[src/rtl/riscv_ifetch_pkg.sv]
// Shared fetch-stage constants: default word width, NOP encoding and the buffered fetch-entry layout.
package riscv_constants;
  localparam int          WORD_LENGTH_DEF = 32;
  localparam logic [31:0] NOP             = 32'h0000_0013;

  typedef struct packed {
    logic [31:0] pc;
    logic [31:0] inst;
    logic        misalign;
  } fetch_entry_t;
endpackage

[src/rtl/riscv_ifetch_if.sv]
// Fetch-stage bus bundle: instruction-memory req/gnt/rvalid channel plus the decode valid/ready channel.
interface riscv_ifetch_if #(parameter int WL = 32) ();
  logic          imem_req;
  logic [WL-1:0] imem_addr;
  logic          imem_gnt;
  logic          imem_rvalid;
  logic [WL-1:0] imem_rdata;
  logic          inst_valid;
  logic          inst_ready;
  logic [WL-1:0] inst;
  logic [WL-1:0] inst_pc;

  modport master (output imem_req, imem_addr, inst_valid, inst, inst_pc,
                  input  imem_gnt, imem_rvalid, imem_rdata, inst_ready);
  modport slave  (input  imem_req, imem_addr, inst_valid, inst, inst_pc,
                  output imem_gnt, imem_rvalid, imem_rdata, inst_ready);
endinterface

[src/rtl/riscv_ifetch_fifo.sv]
// Synchronous FIFO with clear; a push into a full FIFO is accepted only alongside a pop.
module riscv_ifetch_fifo #(
  parameter int WIDTH = 32,
  parameter int DEPTH = 2,
  localparam int AW = $clog2(DEPTH),
  localparam int CW = AW + 1
) (
  input  logic             clk,
  input  logic             reset,
  input  logic             clear,
  input  logic             push,
  input  logic             pop,
  input  logic [WIDTH-1:0] din,
  output logic [WIDTH-1:0] dout,
  output logic [CW-1:0]    count,
  output logic             full,
  output logic             empty
);
  logic [WIDTH-1:0] mem [DEPTH];
  logic [AW-1:0]    wp, rp;
  logic             do_push, do_pop;

  assign empty   = (count == '0);
  assign full    = (count == CW'(DEPTH));
  assign do_pop  = pop & ~empty;
  assign do_push = push & (~full | do_pop);
  assign dout    = mem[rp];

  always_ff @(posedge clk) begin
    if (reset || clear) begin
      wp    <= '0;
      rp    <= '0;
      count <= '0;
    end else begin
      if (do_push) wp <= wp + 1'b1;
      if (do_pop)  rp <= rp + 1'b1;
      count <= count + CW'(do_push) - CW'(do_pop);
    end
  end

  always_ff @(posedge clk) begin
    if (do_push && !reset && !clear) mem[wp] <= din;
  end
endmodule

[src/rtl/riscv_ifetch.sv]
// Instruction fetch: credit-limited issue to imem, in-order response capture, redirect discard.
// Optional RISCV_IFETCH_ALIGN_CHECK_EN: misaligned PCs become a NOP entry flagged inst_misalign.
module riscv_ifetch
  import riscv_constants::*;
#(
  parameter int WORD_LENGTH = WORD_LENGTH_DEF,
  parameter int DEPTH       = 2
) (
  input  logic                   clk,
  input  logic                   reset,
  input  logic [WORD_LENGTH-1:0] pc_in,
  output logic                   pc_advance,
  input  logic                   flush,
`ifdef RISCV_IFETCH_ALIGN_CHECK_EN
  output logic                   inst_misalign,
`endif
  riscv_ifetch_if.master         bus
);
  localparam int CW = $clog2(DEPTH) + 1;

  logic [CW-1:0]          outstanding, discard, aq_count, ib_count;
  logic [CW:0]            in_use;
  logic                   credit, issue, rv_ok, after_reset;
  logic                   aq_full, aq_empty, ib_full, ib_empty, ib_push, ib_pop;
  logic [WORD_LENGTH-1:0] aq_pc;
  fetch_entry_t           ib_din, head;
  logic                   mis_push;

  assign in_use = {1'b0, outstanding} + {1'b0, ib_count};
  assign credit = (in_use < (CW+1)'(DEPTH));
  // Responses with nothing outstanding (e.g. stragglers from before reset) are ignored.
  assign rv_ok  = bus.imem_rvalid & ~aq_empty;

`ifdef RISCV_IFETCH_ALIGN_CHECK_EN
  logic halt, bad_pc;
  assign bad_pc       = (pc_in[1:0] != 2'b00);
  // Wait for all real fetches to land so the marker entry stays in program order.
  assign mis_push     = bad_pc & ~halt & ~reset & ~flush & credit & (outstanding == '0);
  assign bus.imem_req = ~reset & ~flush & credit & ~bad_pc & ~halt;
  assign inst_misalign = head.misalign;

  always_ff @(posedge clk) begin
    if (reset || flush) halt <= 1'b0;
    else if (mis_push)  halt <= 1'b1;
  end
`else
  assign mis_push     = 1'b0;
  assign bus.imem_req = ~reset & ~flush & credit;
`endif

  assign bus.imem_addr = pc_in;
  assign issue         = bus.imem_req & bus.imem_gnt;
  assign pc_advance    = issue;

  assign ib_push = (rv_ok & (discard == '0) & ~flush) | mis_push;
  assign ib_pop  = bus.inst_valid & bus.inst_ready & ~flush;
  assign ib_din  = mis_push ? fetch_entry_t'{pc: pc_in, inst: NOP, misalign: 1'b1}
                            : fetch_entry_t'{pc: aq_pc, inst: bus.imem_rdata, misalign: 1'b0};

  riscv_ifetch_fifo #(.WIDTH(WORD_LENGTH), .DEPTH(DEPTH)) u_addr_q (
    .clk(clk), .reset(reset), .clear(1'b0), .push(issue), .pop(rv_ok),
    .din(pc_in), .dout(aq_pc), .count(aq_count), .full(aq_full), .empty(aq_empty)
  );

  riscv_ifetch_fifo #(.WIDTH($bits(fetch_entry_t)), .DEPTH(DEPTH)) u_inst_buf (
    .clk(clk), .reset(reset), .clear(flush), .push(ib_push), .pop(ib_pop),
    .din(ib_din), .dout(head), .count(ib_count), .full(ib_full), .empty(ib_empty)
  );

  assign bus.inst_valid = ~ib_empty;
  assign bus.inst       = head.inst;
  assign bus.inst_pc    = head.pc;

  always_ff @(posedge clk) begin
    if (reset) begin
      outstanding <= '0;
      discard     <= '0;
      after_reset <= 1'b1;
    end else begin
      outstanding <= outstanding + CW'(issue) - CW'(rv_ok);
      // Everything in flight at the redirect, minus a word landing this same edge, is stale.
      if (flush)                       discard <= outstanding - CW'(rv_ok);
      else if (rv_ok && discard != '0) discard <= discard - 1'b1;
      if (issue) after_reset <= 1'b0;
    end
  end

  always_ff @(posedge clk) begin
    if (!reset) begin
      assert (!(bus.imem_rvalid && outstanding == '0 && !after_reset))
        else $error("riscv_ifetch: imem_rvalid with no fetch outstanding");
      assert (aq_count == outstanding) else $error("riscv_ifetch: address queue out of step");
      assert (!(issue && aq_full)) else $error("riscv_ifetch: issue past credit limit");
      assert (!(ib_push && ib_full && !ib_pop)) else $error("riscv_ifetch: buffer overflow");
`ifndef RISCV_IFETCH_ALIGN_CHECK_EN
      assert (!(bus.inst_valid && head.misalign)) else $error("riscv_ifetch: stray misalign flag");
`endif
    end
  end
endmodule

[src/flat_wrapper.sv]
// flat-port wrapper written by rule: the top's interface ports become plain ports
module riscv_ifetch_flat import riscv_constants::*;
#(
  parameter int WORD_LENGTH = WORD_LENGTH_DEF,
  parameter int DEPTH       = 2
)
  (clk, reset, pc_in, pc_advance, flush, bus_imem_req, bus_imem_addr, bus_inst_valid, bus_inst, bus_inst_pc, bus_imem_gnt, bus_imem_rvalid, bus_imem_rdata, bus_inst_ready);
  riscv_ifetch_if #(.WL(32)) bus_i ();
  input  logic clk;
  input  logic reset;
  input  logic [WORD_LENGTH-1:0] pc_in;
  output logic pc_advance;
  input  logic flush;
  output wire logic [$bits(bus_i.imem_req)-1:0] bus_imem_req;
  output wire logic [$bits(bus_i.imem_addr)-1:0] bus_imem_addr;
  output wire logic [$bits(bus_i.inst_valid)-1:0] bus_inst_valid;
  output wire logic [$bits(bus_i.inst)-1:0] bus_inst;
  output wire logic [$bits(bus_i.inst_pc)-1:0] bus_inst_pc;
  input wire logic [$bits(bus_i.imem_gnt)-1:0] bus_imem_gnt;
  input wire logic [$bits(bus_i.imem_rvalid)-1:0] bus_imem_rvalid;
  input wire logic [$bits(bus_i.imem_rdata)-1:0] bus_imem_rdata;
  input wire logic [$bits(bus_i.inst_ready)-1:0] bus_inst_ready;
  assign bus_imem_req = bus_i.imem_req;
  assign bus_imem_addr = bus_i.imem_addr;
  assign bus_inst_valid = bus_i.inst_valid;
  assign bus_inst = bus_i.inst;
  assign bus_inst_pc = bus_i.inst_pc;
  assign bus_i.imem_gnt = bus_imem_gnt;
  assign bus_i.imem_rvalid = bus_imem_rvalid;
  assign bus_i.imem_rdata = bus_imem_rdata;
  assign bus_i.inst_ready = bus_inst_ready;
  riscv_ifetch #(.WORD_LENGTH(WORD_LENGTH), .DEPTH(DEPTH)) u_core (.clk(clk), .reset(reset), .pc_in(pc_in), .pc_advance(pc_advance), .flush(flush), .bus(bus_i));
endmodule
[config.mk]
export PLATFORM = sky130hd
export DESIGN_NAME = riscv_ifetch_flat
export DESIGN_NICKNAME = d
export VERILOG_FILES = /design/src/rtl/riscv_ifetch_pkg.sv /design/src/rtl/riscv_ifetch_if.sv /design/src/rtl/riscv_ifetch_fifo.sv /design/src/rtl/riscv_ifetch.sv /design/src/flat_wrapper.sv
export SDC_FILE = /design/constraint.sdc
export NUM_CORES = 1
export LEC_CHECK = 0
export CAP_MARGIN = 20
export CORE_MARGIN = 4
export CORE_UTILIZATION = 57
export CTS_BUF_LIST = sky130_fd_sc_hd__clkbuf_8
export DETAILED_ROUTE_END_ITERATION = 10
export HOLD_SLACK_MARGIN = 0.15
export MAX_ROUTING_LAYER = met4
export PLACE_DENSITY = 0.95
export RECOVER_POWER = 25
export SLEW_MARGIN = 20
export SYNTH_ARGS = -nofsm -noshare
export SYNTH_HDL_FRONTEND = slang
export SYNTH_SLANG_ARGS = --single-unit
[constraint.sdc]
create_clock -name clk -period 15.07 [get_ports clk]
set_input_delay 3.014 -clock clk [delete_from_list [all_inputs] [get_ports clk]]
set_output_delay 3.014 -clock clk [all_outputs]
set_load 0.01 [all_outputs]
==> metrics.txt <==
status finished, violations left; failing checks capacitance limit, slew limit; largest family of logic cells by synthesized area multiplexers; crit path cell chain clkdlybuf4s50_1, nor4_4, nand2_1, inv_1, clkdlybuf4s50_1; Root Buffer clkbuf_8; CORE AREA 13,500 um2; sw frac 23.5%; antenna violations before repair 0; via count 4,022; Synthesis Warnings 0; MaxCap Viol Count 1; FP Rows 42; DR iter-0 viols 234; Clk pwr share 30.4%; normalized max-slew margin -4.82%; worst reg2reg setup slack 12.15 ns; Yosys reg bits 206; drt total wl 15,000 um; worst slew pin tran 1.57 ns; gpl congestion 0.801; commonest non-fill, non-tap cell in the layout edfxtp_1; final worst path period share 52.7%; TNS Setup 0 ns; Int Pwr 945 uW; Synth Area in Compound Gates 1.06%; CP Depth 5; Pre-antenna DRT Iters 4; worst hold path depth 2; crit path launch type input port; Die W 126 um; Net Count, Synth 496; syn avg cell area 19.0 um2; Fin Clk Skew 0.0275 ns; Final setup viols 0; crit path capture type output port; clk buf depth 3; die area 15,900 um2; H-tree depth 1; EDFF count, synth 192; family with the most delay on the worst path buffers and inverters; count of final max-slew check failures 33; critical path's slowest cell clkdlybuf4s50_1; maximum vdd drop 93.8 uV; Final Hold Viols 0; Synth Instances 418; sequential area share after synthesis 76.1%; post-route minimum period 7.94 ns; CTS tree built; Gate power share 13.5%; Distinct cells, synth 36; Synth Cell Area 7940 um2; PostCTS Resize Cnt 0; I/O pins 169; Seq pwr share 56.1%; Synth Area in Simple Gates 2.30%; P_leak 3.43 nW; P_sw 290 uW; Register-to-Register Path Depth 11; worst hold path endpoint u_core.u_inst_buf.wp; crit path max fanout 16; fillers 802; share of layout cells above drive strength 1 19.9%; final antenna-violating net count 0; GRT Overall Usage 19.3%; # port buffers 168; first-pass GRT wire length 23,600 um; mux share of post-synthesis cell area 14.0%; crit path DAT 4.93 ns; CP required 12.06 ns; Synth Area in Adders 1.36%; CP most frequent cell clkdlybuf4s50_1; largest net degree at the start of global routing 65; Initial Util 59.0%; Clock Pin Slew Worst Setup and Hold Paths 0.06 ns; Post-route DRC 0; fmax 0.126 GHz; P&R area growth vs syn 27.2%; critical path class input port to output port; Primary FF master, synth edfxtp_1; # diodes 0; RSZ-0062 raised after global routing no; worst-skew pair later-pin latency 0.54 ns; gr ovfl total 0; postcts setup bufs 0; hold buffer count at cts 0; via-per-instance ratio 5.20; r2r endpoint u_core.u_addr_q.count[1]; Hold Crit Class flop to flop; clock sink total 206; Post-synth ARST share 0%; CTS buffer count 31; routed len/inst 19.4 um; total power 1.23 mW; Power Density 122 nW/um2; CP peak stage delay 0.71 ns; worst r2r src u_core.u_inst_buf.count[0]; Die Height 126 um; most frequent cells in the layout 192 x edfxtp_1, 137 x clkdlybuf4s50_1, 77 x mux2_2; vias in the first global route 4,463; CP Buf/Inv Count 3; post-DP HPWL 9860 um; fin nets 655; hold_sp u_core.u_inst_buf.wp; Synth Area in XOR/XNOR 0.882%
[tightest hold or removal path: stages (launching register included)]
cell     delay, ns
dfxtp_1       0.33
nand2_1       0.06
mux2i_1       0.06
[layout make-up]
cell class	instances	area [um2]	share of cell area, %
Clock buffer	31	427	4.23
Clock inverter	22	82.6	0.818
Sequential cell	206	6050	59.9
Timing Repair Buffer	171	1700	16.9
Inverter	10	37.5	0.372
Tap cell	176	220	2.18
Multi-Input combinational cell	157	1580	15.6
[power groups by stage]
stage	Clock [mW]	Combinational, mW	Sequential (mW)
floorplan	0	0.113	0.690
global placement	0	0.156	0.703
detailed placement	0	0.172	0.706
CTS	0.389	0.174	0.694
global route	0.414	0.181	0.697
finish	0.375	0.167	0.693
[synthesized netlist by cell type, types with 3 or more instances]
| cell | count | area share, % |
|---|---|---|
| edfxtp_1 | 192 | 73 |
| mux2_2 | 95 | 13 |
| buf_4 | 32 | 3.0 |
| dfxtp_1 | 14 | 3.5 |
| buf_2 | 10 | 0.63 |
| inv_1 | 10 | 0.47 |
| nor2_1 | 10 | 0.47 |
| ha_1 | 7 | 1.1 |
| xnor2_1 | 4 | 0.44 |
| xor2_1 | 4 | 0.44 |
| clkbuf_1 | 3 | 0.14 |
| mux2i_1 | 3 | 0.38 |
| nand2_1 | 3 | 0.14 |
| nor3_1 | 3 | 0.19 |
| nor3b_1 | 3 | 0.28 |
[logic make-up (layout without fill, tap and decap cells)]
kind of cell | count (synthesis) | after routing
flip-flops | 206 | 206
AO/OA/AOI/OAI | 11 | 11
adder cells (fa/ha/maj) | 8 | 8
AND/OR/NAND/NOR | 31 | 31
XOR/XNOR | 8 | 8
multiplexers | 99 | 99
buffers and inverters | 55 | 234
[worst max path at each step]
stage | from | slack, ns | end
floorplan | reset | 6.42 | u_core.u_inst_buf.mem[0][0]
global placement | reset | 7.23 | pc_advance
detailed placement | reset | 7.11 | pc_advance
CTS | reset | 7.11 | pc_advance
global route | reset | 7.02 | pc_advance
finish | reset | 7.13 | pc_advance
[sequential cells by signal (all words and copies together), names as in the netlist, 2 cells and up, named ones only]
register and flops:
u_core.u_inst_buf.mem 128, u_core.u_addr_q.mem 64, u_core.discard 2, u_core.outstanding 2, u_core.u_addr_q.count 2, u_core.u_inst_buf.count 2
[through the flow]
step / setup WS, ns / std cells / instance area [um2] / util (%) / hold WS (ns)
2_1_floorplan: 6.42 / 418 / 7940 / - / 0.439
3_5_place_dp: 7.11 / 720 / 9590 / 71.3 / 0.481
4_1_cts: 7.11 / 773 / 10100 / 75.1 / 0.491
3_3_place_gp: 7.23 / 720 / 9590 / 71.3 / 0.455
6_report: 7.13 / 773 / 10100 / 75.1 / 0.494
5_1_grt: 7.02 / 773 / 10100 / 75.1 / 0.532
[layer usage]
| layer | part of all wire (%) | GRT usage [%] |
|---|---|---|
| met4 | 2.1 | 5.24 |
| met1 | 40 | 23.0 |
| met2 | 52 | 33.6 |
| met5 | 0 | - |
| met3 | 6.0 | 3.94 |
Power figures use the tool's default switching activity.
